File: src/rtl/seq_detect_pkg.sv
// Shared types for seq_detect_arbiter. Holds the detector state encoding,
// the default channel count and the single next-state function that the
// time-shared detector evaluates for whichever channel is granted.
package seq_detect_pkg;

    localparam int unsigned NUM_CH_DEF = 4;
    localparam int unsigned CNT_W      = 8;

    // Moore detector for the overlapping pattern 1101; E is the detect state.
    typedef enum logic [2:0] {
        ST_A = 3'b000,
        ST_B = 3'b010,
        ST_C = 3'b110,
        ST_D = 3'b100,
        ST_E = 3'b011
    } state_e;

    // Next state for one serial bit; unused codes fall back to A.
    function automatic state_e next_state(input logic [2:0] cur, input logic b);
        state_e ns;
        case (cur)
            ST_A:    ns = b ? ST_B : ST_A;
            ST_B:    ns = b ? ST_C : ST_A;
            ST_C:    ns = b ? ST_C : ST_D;
            ST_D:    ns = b ? ST_E : ST_A;
            ST_E:    ns = b ? ST_C : ST_A;
            default: ns = ST_A;
        endcase
        return ns;
    endfunction

endpackage

File: src/rtl/seq_detect_arbiter_if.sv
// Bundle of the requester, detection and statistics signals of
// seq_detect_arbiter.
//   master : drives req_valid, req_bit, ch_clr, cnt_sel
//   slave  : drives req_ready (combinational grant), det_valid, det_ch,
//            cur_state, cnt_out
interface seq_detect_arbiter_if
    import seq_detect_pkg::*;
#(
    parameter int unsigned NUM_CH = NUM_CH_DEF
);
    localparam int unsigned IW = $clog2(NUM_CH);

    logic [NUM_CH-1:0] req_valid;
    logic [NUM_CH-1:0] req_bit;
    logic [NUM_CH-1:0] req_ready;
    logic [NUM_CH-1:0] ch_clr;
    logic              det_valid;
    logic [IW-1:0]     det_ch;
    logic [2:0]        cur_state;
    logic [IW-1:0]     cnt_sel;
    logic [CNT_W-1:0]  cnt_out;

    modport master (
        output req_valid, req_bit, ch_clr, cnt_sel,
        input  req_ready, det_valid, det_ch, cur_state, cnt_out
    );

    modport slave (
        input  req_valid, req_bit, ch_clr, cnt_sel,
        output req_ready, det_valid, det_ch, cur_state, cnt_out
    );

endinterface

File: src/rtl/rr_arbiter.sv
// Combinational round-robin arbiter: picks the lowest index >= ptr whose
// request is set and not masked, wrapping modulo N.
//   req   : request vector
//   mask  : channels excluded this cycle
//   ptr   : search start index (always < N)
//   grant : one-hot grant, zero when nothing is eligible
//   idx   : binary index of the granted channel
//   gnt_valid : a grant was issued
module rr_arbiter #(
    parameter  int unsigned N  = 4,
    localparam int unsigned IW = $clog2(N)
) (
    input  logic [N-1:0]  req,
    input  logic [N-1:0]  mask,
    input  logic [IW-1:0] ptr,
    output logic [N-1:0]  grant,
    output logic [IW-1:0] idx,
    output logic          gnt_valid
);

    logic [N-1:0] elig;
    int unsigned  k;

    assign elig = req & ~mask;

    // Walk N positions starting at ptr; first eligible one wins.
    always_comb begin
        grant     = '0;
        idx       = '0;
        gnt_valid = 1'b0;
        k         = 0;
        for (int unsigned i = 0; i < N; i++) begin
            k = 32'(ptr) + i;
            if (k >= N) begin
                k = k - N;
            end
            if (!gnt_valid && elig[IW'(k)]) begin
                grant[IW'(k)] = 1'b1;
                idx           = IW'(k);
                gnt_valid     = 1'b1;
            end
        end
    end

endmodule

File: src/rtl/seq_detect_arbiter.sv
// Time-shared 1101 sequence detector for NUM_CH serial requesters.
// One Moore detector is multiplexed across channels; each channel keeps its
// own 3-bit context. A round-robin arbiter grants one bit per cycle.
//   clk, rst : clock, synchronous active-high reset
//   bus      : seq_detect_arbiter_if.slave (requests, grant, detection,
//              statistics select/readout)
// Optional: define SEQ_DETECT_ARBITER_STATS_EN for per-channel saturating
// detection counters; otherwise cnt_out reads as zero.
module seq_detect_arbiter
    import seq_detect_pkg::*;
#(
    parameter int unsigned NUM_CH = NUM_CH_DEF
) (
    input  logic                 clk,
    input  logic                 rst,
    seq_detect_arbiter_if.slave  bus
);

    localparam int unsigned IW = $clog2(NUM_CH);

    state_e            ctx_q [NUM_CH];
    state_e            ctx_d [NUM_CH];
    logic [IW-1:0]     rr_ptr_q, rr_ptr_d;
    logic              det_valid_q, det_valid_d;
    logic [IW-1:0]     det_ch_q, det_ch_d;
    state_e            cur_state_q, cur_state_d;

    logic [NUM_CH-1:0] req_elig;
    logic [NUM_CH-1:0] grant;
    logic [IW-1:0]     grant_idx;
    logic              grant_any;
    state_e            nxt;

    // Reset holds all requests off so nothing is consumed during rst.
    assign req_elig = bus.req_valid & ~{NUM_CH{rst}};

    rr_arbiter #(.N(NUM_CH)) u_rr (
        .req       (req_elig),
        .mask      (bus.ch_clr),
        .ptr       (rr_ptr_q),
        .grant     (grant),
        .idx       (grant_idx),
        .gnt_valid (grant_any)
    );

    assign bus.req_ready = grant;
    assign nxt           = next_state(ctx_q[grant_idx], bus.req_bit[grant_idx]);

    // Next-state: clears first, then the granted channel's update.
    always_comb begin
        ctx_d       = ctx_q;
        rr_ptr_d    = rr_ptr_q;
        det_valid_d = 1'b0;
        det_ch_d    = det_ch_q;
        cur_state_d = cur_state_q;
        for (int unsigned i = 0; i < NUM_CH; i++) begin
            if (bus.ch_clr[i]) begin
                ctx_d[i] = ST_A;
            end
        end
        if (grant_any) begin
            ctx_d[grant_idx] = nxt;
            rr_ptr_d    = (grant_idx == IW'(NUM_CH - 1)) ? '0 : grant_idx + IW'(1);
            det_valid_d = (nxt == ST_E);
            det_ch_d    = grant_idx;
            cur_state_d = nxt;
        end
    end

    // State register.
    always_ff @(posedge clk) begin
        if (rst) begin
            for (int unsigned i = 0; i < NUM_CH; i++) begin
                ctx_q[i] <= ST_A;
            end
            rr_ptr_q    <= '0;
            det_valid_q <= 1'b0;
            det_ch_q    <= '0;
            cur_state_q <= ST_A;
        end else begin
            ctx_q       <= ctx_d;
            rr_ptr_q    <= rr_ptr_d;
            det_valid_q <= det_valid_d;
            det_ch_q    <= det_ch_d;
            cur_state_q <= cur_state_d;
        end
    end

    assign bus.det_valid = det_valid_q;
    assign bus.det_ch    = det_ch_q;
    assign bus.cur_state = cur_state_q;

`ifdef SEQ_DETECT_ARBITER_STATS_EN
    logic [CNT_W-1:0] cnt_q [NUM_CH];

    // Per-channel detection counters, saturating; ch_clr wins over a count.
    always_ff @(posedge clk) begin
        if (rst) begin
            for (int unsigned i = 0; i < NUM_CH; i++) begin
                cnt_q[i] <= '0;
            end
        end else begin
            for (int unsigned i = 0; i < NUM_CH; i++) begin
                if (bus.ch_clr[i]) begin
                    cnt_q[i] <= '0;
                end else if (det_valid_q && (det_ch_q == IW'(i)) && (cnt_q[i] != '1)) begin
                    cnt_q[i] <= cnt_q[i] + CNT_W'(1);
                end
            end
        end
    end

    assign bus.cnt_out = cnt_q[bus.cnt_sel];
`else
    logic cnt_sel_unused;

    assign cnt_sel_unused = ^bus.cnt_sel;
    assign bus.cnt_out    = '0;
`endif

endmodule

File: src/flat_wrapper.sv
// flat-port wrapper written by rule: the top's interface ports become plain ports
module seq_detect_arbiter_flat import seq_detect_pkg::*;
#(
    parameter int unsigned NUM_CH = NUM_CH_DEF
)
  (clk, rst, bus_req_valid, bus_req_bit, bus_ch_clr, bus_cnt_sel, bus_req_ready, bus_det_valid, bus_det_ch, bus_cur_state, bus_cnt_out);
  seq_detect_arbiter_if #(.NUM_CH(NUM_CH)) bus_i ();
  input  logic clk;
  input  logic rst;
  input wire logic [$bits(bus_i.req_valid)-1:0] bus_req_valid;
  input wire logic [$bits(bus_i.req_bit)-1:0] bus_req_bit;
  input wire logic [$bits(bus_i.ch_clr)-1:0] bus_ch_clr;
  input wire logic [$bits(bus_i.cnt_sel)-1:0] bus_cnt_sel;
  output wire logic [$bits(bus_i.req_ready)-1:0] bus_req_ready;
  output wire logic [$bits(bus_i.det_valid)-1:0] bus_det_valid;
  output wire logic [$bits(bus_i.det_ch)-1:0] bus_det_ch;
  output wire logic [$bits(bus_i.cur_state)-1:0] bus_cur_state;
  output wire logic [$bits(bus_i.cnt_out)-1:0] bus_cnt_out;
  assign bus_i.req_valid = bus_req_valid;
  assign bus_i.req_bit = bus_req_bit;
  assign bus_i.ch_clr = bus_ch_clr;
  assign bus_i.cnt_sel = bus_cnt_sel;
  assign bus_req_ready = bus_i.req_ready;
  assign bus_det_valid = bus_i.det_valid;
  assign bus_det_ch = bus_i.det_ch;
  assign bus_cur_state = bus_i.cur_state;
  assign bus_cnt_out = bus_i.cnt_out;
  seq_detect_arbiter #(.NUM_CH(NUM_CH)) u_core (.clk(clk), .rst(rst), .bus(bus_i));
endmodule
File: config.mk
export PLATFORM = sky130hd
export DESIGN_NAME = seq_detect_arbiter_flat
export DESIGN_NICKNAME = d
export VERILOG_FILES = /design/src/rtl/seq_detect_pkg.sv /design/src/rtl/seq_detect_arbiter_if.sv /design/src/rtl/rr_arbiter.sv /design/src/rtl/seq_detect_arbiter.sv /design/src/flat_wrapper.sv
export SDC_FILE = /design/constraint.sdc
export NUM_CORES = 1
export LEC_CHECK = 0
export ABC_AREA = 1
export ABC_CLOCK_PERIOD_IN_PS = 2450
export CAP_MARGIN = 30
export CORE_MARGIN = 5
export CORE_UTILIZATION = 56
export DETAILED_ROUTE_END_ITERATION = 12
export DONT_BUFFER_PORTS = 1
export PLACE_DENSITY = 0.74
export SETUP_SLACK_MARGIN = 0.02
export SLEW_MARGIN = 20
export SYNTH_ARGS = -nofsm -noshare
export SYNTH_HDL_FRONTEND = slang
export SYNTH_SLANG_ARGS = --single-unit
File: constraint.sdc
create_clock -name clk -period 2.45 [get_ports clk]
set_input_delay 0.245 -clock clk [delete_from_list [all_inputs] [get_ports clk]]
set_output_delay 0.245 -clock clk [all_outputs]
set_load 0.005 [all_outputs]
=== Yosys cells after proc, flatten, opt, wreduce, memory -nomap -nowiden ===
Index checks and enable logic that the tools add are counted.

* Register bits: 20
* Bits of input ports: 16
* Output and inout bits: 18
* Logic and storage cells: 111

* Add/subtract/negate cells: 8
* Magnitude comparators: 15
* Equality and inequality tests: 6
* Multiplexer cells: 51
* Bitwise operators: 9
* Reductions and logical operators: 14

{| class="wikitable"
|+ Operators by type and width
! operator !! number
|-
| $mux W2 || 12
|-
| $mux W3 || 8
|-
| $mux W4 || 4
|-
| $lt A2 B3 Y1 const B || 5
|-
| $mux W1 || 13
|-
| $bwmux W12 || 1
|-
| $ge A3 B3 Y1 const B || 4
|-
| $mux W12 || 1
|-
| $or A4 B4 Y4 || 3
|-
| $pmux W3 S4 || 1
|-
| $bmux W1 S2 || 5
|-
| $eq A3 B2 Y1 const B || 3
|-
| $and A4 B4 Y4 || 2
|-
| $demux W1 S2 || 4
|-
| $ge A2 B1 Y1 const B || 4
|-
| $logic_and A1 B1 Y1 || 8
|-
| $not A4 Y4 || 2
|-
| $sub A2 B1 Y2 const B || 4
|-
| $add A2 B2 Y3 const B || 2
|-
| $bmux W3 S2 || 1
|-
| $demux W3 S2 || 1
|-
| $eq A3 B3 Y1 const B || 2
|-
| $reduce_or A2 Y1 || 2
|-
| $add A2 B1 Y3 const B || 1
|-
| other kinds (8) || 10
|}

=== Depth between registers and ports, before layout ===
* Word-level depth: 24
* Depth in mapped cells: 18
* Depth with buffers taken out: 18

=== Modules after synthesis ===
From an unflattened synthesis, not the netlist that was laid out.

* Cell total of the unflattened synthesis: 278
* Area total of the unflattened synthesis: 1775.5 µm²

{| class="wikitable"
|+ Modules (own cells, without submodules)
! module !! instances !! cells each !! area an instance (µm²) !! seq. area each (µm²)
|-
| seq_detect_arbiter || 1 || 186 || 1239.9 || 400.4
|-
| rr_arbiter || 1 || 92 || 535.5 || 0.0
|}

=== Worst setup path before layout ===
OpenSTA, ideal clock, no wires.

* Path type: register to register
* Start point: reg u_core.rr_ptr_q[0]
* End point: reg u_core.ctx_q[1] in the netlist's numbering
* Library setup time: 113 ps
* Arrival time: 2187 ps
* Setup slack: 150 ps
* Stages on the path, launching flop included: 18
* Path buffers: 2
* Period minus slack after synthesis: 2300 ps
* Path through: dfxtp_1 buf_6 inv_8 ha_1 inv_1 nand3_1 nand2_1 a21oi_2 nand2_4 nand2_4 buf_8 nand2_1 nand3_1 nand2_2 nand3_4 nand2_4 o21ai_1 inv_1

* Cells in the longest elaborated chain, start to end: 23

{| class="wikitable"
|+ Ends and longest elaborated chain
! element !! RTL line !! text
|-
| from (decl) || seq_detect_arbiter.sv:23 || <nowiki>logic [IW-1:0] rr_ptr_q, rr_ptr_d;</nowiki>
|-
| from (signal assigned) || seq_detect_arbiter.sv:82 || <nowiki>rr_ptr_q <= rr_ptr_d;</nowiki>
|-
| branches (longest 22 deep; another with $add A2 B1 Y3) || -- ||
|-
| $mux W12 (*) || seq_detect_arbiter.sv:61 || <nowiki>if (grant_any) begin</nowiki>
|-
| to (signal assigned) || seq_detect_arbiter.sv:81 || <nowiki>ctx_q <= ctx_d;</nowiki>
|-
| to (decl) || seq_detect_arbiter.sv:21 || <nowiki>state_e ctx_q [NUM_CH];</nowiki>
|}

Mark *: on every way between the ends. The select of a mux whose other input is x is not followed.
A chain may end at the register's enable or synchronous reset.

=== Worst setup path in the final report ===
* Start point: reg u_core.rr_ptr_q[0]
* End point: reg u_core.ctx_q[7] in the netlist's numbering

The elaborated chain is that of the path after synthesis.

==> impl_results.md <==
- Most frequent cell on the critical path: nand2_4
- DR iter-0 viols: 81
- Final net count: 285
- Critical path depth: 17
- Layout cells sized above 1: 29.2%
- Total global routing track utilization: 21.2%
- Main combinational cell family by area after synthesis: simple AND/OR/NAND/NOR gates
- Fillers: 302
- Critical path fanouts, max: 11
- Setup crit end kind: register
- Mux share of post-synthesis cell area: 0%
- Synth Area in XOR/XNOR: 0%
- Die X: 65.1 microns
- Finished Core Util: 64.9%
- Layer with the highest usage: met2
- Initial antenna violation count: 0
- DIE AREA: 4240 sq um
- Simple-Gate Fraction of Synth Area: 42.7%
- CP max stage cell: dfxtp_4
- Slew Limit Fails: 0
- Max Root-Sink Buffers: 2
- GR Util met2: 37.3%
- Unrepaired setup endpoints after global routing: true
- HPWL after DPL: 3.05 mm
- Vias in the first global route: 1507
- Largest net degree at the start of global routing: 12
- Cts bufs inserted: 3
- Top cell type's share of synthesized area: 23.5%
- Depth of the most critical reg-to-reg path: 17
- Mean post-synth cell area: 7.10 sq um
- Core Region: 2980 sq um
- Cell family with most CP delay: simple AND/OR/NAND/NOR gates
- Largest cells by area after synthesis: dfxtp_1 24%, nand3_1 11%, nand2_1 9.7%
- Max-Cap Viols: 0
- Remaining antenna violation count: 0
- Maximum clock rate: 442 MHz
- Final Critical Period: 2.26 ns
- Synth area leader: dfxtp_1
- Syn-to-layout area delta: 13.5%
- Vias per cell: 5.54
- Clk_lat worst skew: 0.30 ns
- Register area share after synthesis: 23.5%
- Area share of fa/ha/maj cells after synthesis: 5.88%
- Register area: 405 sq um
- First-pass GRT wire length: 7.07 mm
- Synth cell count leaders: 44 x nand2_1, 38 x nand3_1, 31 x inv_1
- Yosys warning total: 0
- Critical Path Sink: u_core.ctx_q[7]
- Hold violation count in the final report: 0
- CP Buf/Inv Count: 3
- Crit Path Class: reg2reg
- # DRC: 0
- Complex-gate fraction of the synthesized area: 12.0%
- Drt pass-1 iters: 4
- Die height: 65.1 microns
- Io pins: 34
- Outcome: completed
- Reg2reg end: u_core.ctx_q[7]
- Startpoint types: register
- Final setup vio count: 0
- Via count: 1623
- Worst Path Arrival: 2.51 ns
- Clock skew: 0.00190 ns
- GPL Wtd Cong: 0.880
- Root buffer cell: clkbuf_4
- CTS tree: built
- Multi-input gate area: 1120 sq um
- Synth unique cells: 31
- Count leader, synth: nand2_1
- Syn Inst Count: 240
- Mapped cell area: 1700 sq um
- R2R Setup Slk: 0.19 ns
- Final period util: 92.4%
- Clock Pin Slew Worst Setup and Hold Paths: 0.11 ns
- Crit-path cells: inv_8, buf_4, nand2_1, nand2_1, nand2_1, nand2_4, nand4_4, nand2_4, nand2_8, buf_4, nand2_2, nand3_2, nand2_4, nand3_4, nand2_4, nand2_2, a21oi_2
- Initial core utilization: 57.2%
- Gr ovfl total: 0
- Ant diodes: 0
- FF-to-FF Start: u_core.rr_ptr_q[0]
- Per-cell routed wire length: 14.2 microns
- Worst Hold Class: in2reg
- Row count: 20
- Most used flip-flop cell after synthesis: dfxtp_1
- Post-synth ARST share: 0%
- Synth Register Bits: 20
- WL final: 4.15 mm
- Required @ worst endpoint: 2.70 ns
- Worst Hold Slack: 0.0710 ns
- GRT met3 Usage: 4.44%
- Met1 global-route usage: 25.8%
- CP peak stage delay: 0.38 ns
- # H-tree levels: 1
- Critical Path Source: u_core.rr_ptr_q[0]
- Clk sink count: 20
- Post-synth EDFFs: 0
- # port buffers: 0
## placed cells by master, fill, tap and decap left out, types with 2 or more instances in the layout
cell,Yosys,routed
o21ai_1,3,4
o21ai_0,9,8
a21oi_1,13,13
nand3b_1,4,4
nor2_4,2,2
nand3_2,7,8
nand2_4,5,6
nand4_1,5,5
clkbuf_4,0,3
ha_1,8,7
conb_1,1,8
nor2_1,4,4
nand3_1,38,36
nand2_2,10,8
a21oi_2,4,3
buf_4,8,20
inv_1,31,27
nand3_4,2,3
nand2_1,44,44
inv_2,7,11
a31oi_1,2,2
dfxtp_1,20,18
## metal layers
metal / routed length, microns / up-vias
met5: 0 / -
met4: 74 / 0
met3: 223 / 7
met2: 2150 / 39
met1: 1700 / 756
li1: - / 821
## layout make-up
cell class / instances / area share (%)
clock buffer: 4 / 1.88
inverter: 39 / 7.96
multi-input combinational: 175 / 58.2
sequential: 20 / 21.0
tap: 33 / 2.14
timing repair buffer: 22 / 8.87
## metrics by stage
| step | instance area (sq um) | setup slack [ns] | setup TNS (ns) | cells |
|---|---|---|---|---|
| after floorplan | 1730 | 0.150 | 0 | 247 |
| after global placement | 1800 | 0.0667 | 0 | 286 |
| after detailed placement | 1800 | 0.0259 | 0 | 286 |
| after CTS | 1850 | 0.0295 | 0 | 291 |
| after global routing | 1930 | -0.00160 | -0.00160 | 293 |
| final | 1930 | 0.185 | 0 | 293 |
## flip-flops by register name, indices dropped and copies added (netlist names)
signal	count
u_core.bus.det_valid	1
u_core.ctx_q	12
u_core.bus.det_ch	2
u_core.rr_ptr_q	2
u_core.bus.cur_state	3
## timing repair
| action | CTS | global route |
|---|---|---|
| setup buffers | 0 | 2 |
| endpoints found under the setup margin | 11 | 19 |
| hold buffers | 1 | 0 |
| pin swaps | 0 | 7 |
| endpoints found under the hold margin | 4 | 0 |
| gates cloned | 0 | 0 |
| gates resized for setup | 2 | 16 |
## how the worst min path moves through the flow
stage	startpoint	endpoint	slack (ns)	cells after the start
finish	rst	u_core.ctx_q[5]	0.07	3
global route	rst	u_core.ctx_q[5]	0.08	3
CTS	rst	u_core.ctx_q[5]	0.06	3
detailed placement	rst	u_core.ctx_q[10]	0.31	1
global placement	rst	u_core.ctx_q[10]	0.31	1
floorplan	bus_ch_clr[3]	u_core.ctx_q[0]	0.42	3
## logic make-up after synthesis
| group | Yosys count |
|---|---|
| simple gates | 124 |
| buf+inv | 52 |
| other cells | 1 |
| compound gates | 35 |
| flops | 20 |
| fa+ha+maj | 8 |
## worst register-to-register path: cells and delay by family, from the launching register on
family | cells | cell delay, ns
compound gates | 1 | 0.11
buf+inv | 3 | 0.36
flops | 1 | 0.38
simple gates | 13 | 1.38
Power is left out: the tool's default activity adds up to more than one toggle a clock period on the data nets, which glitch-free logic cannot reach.
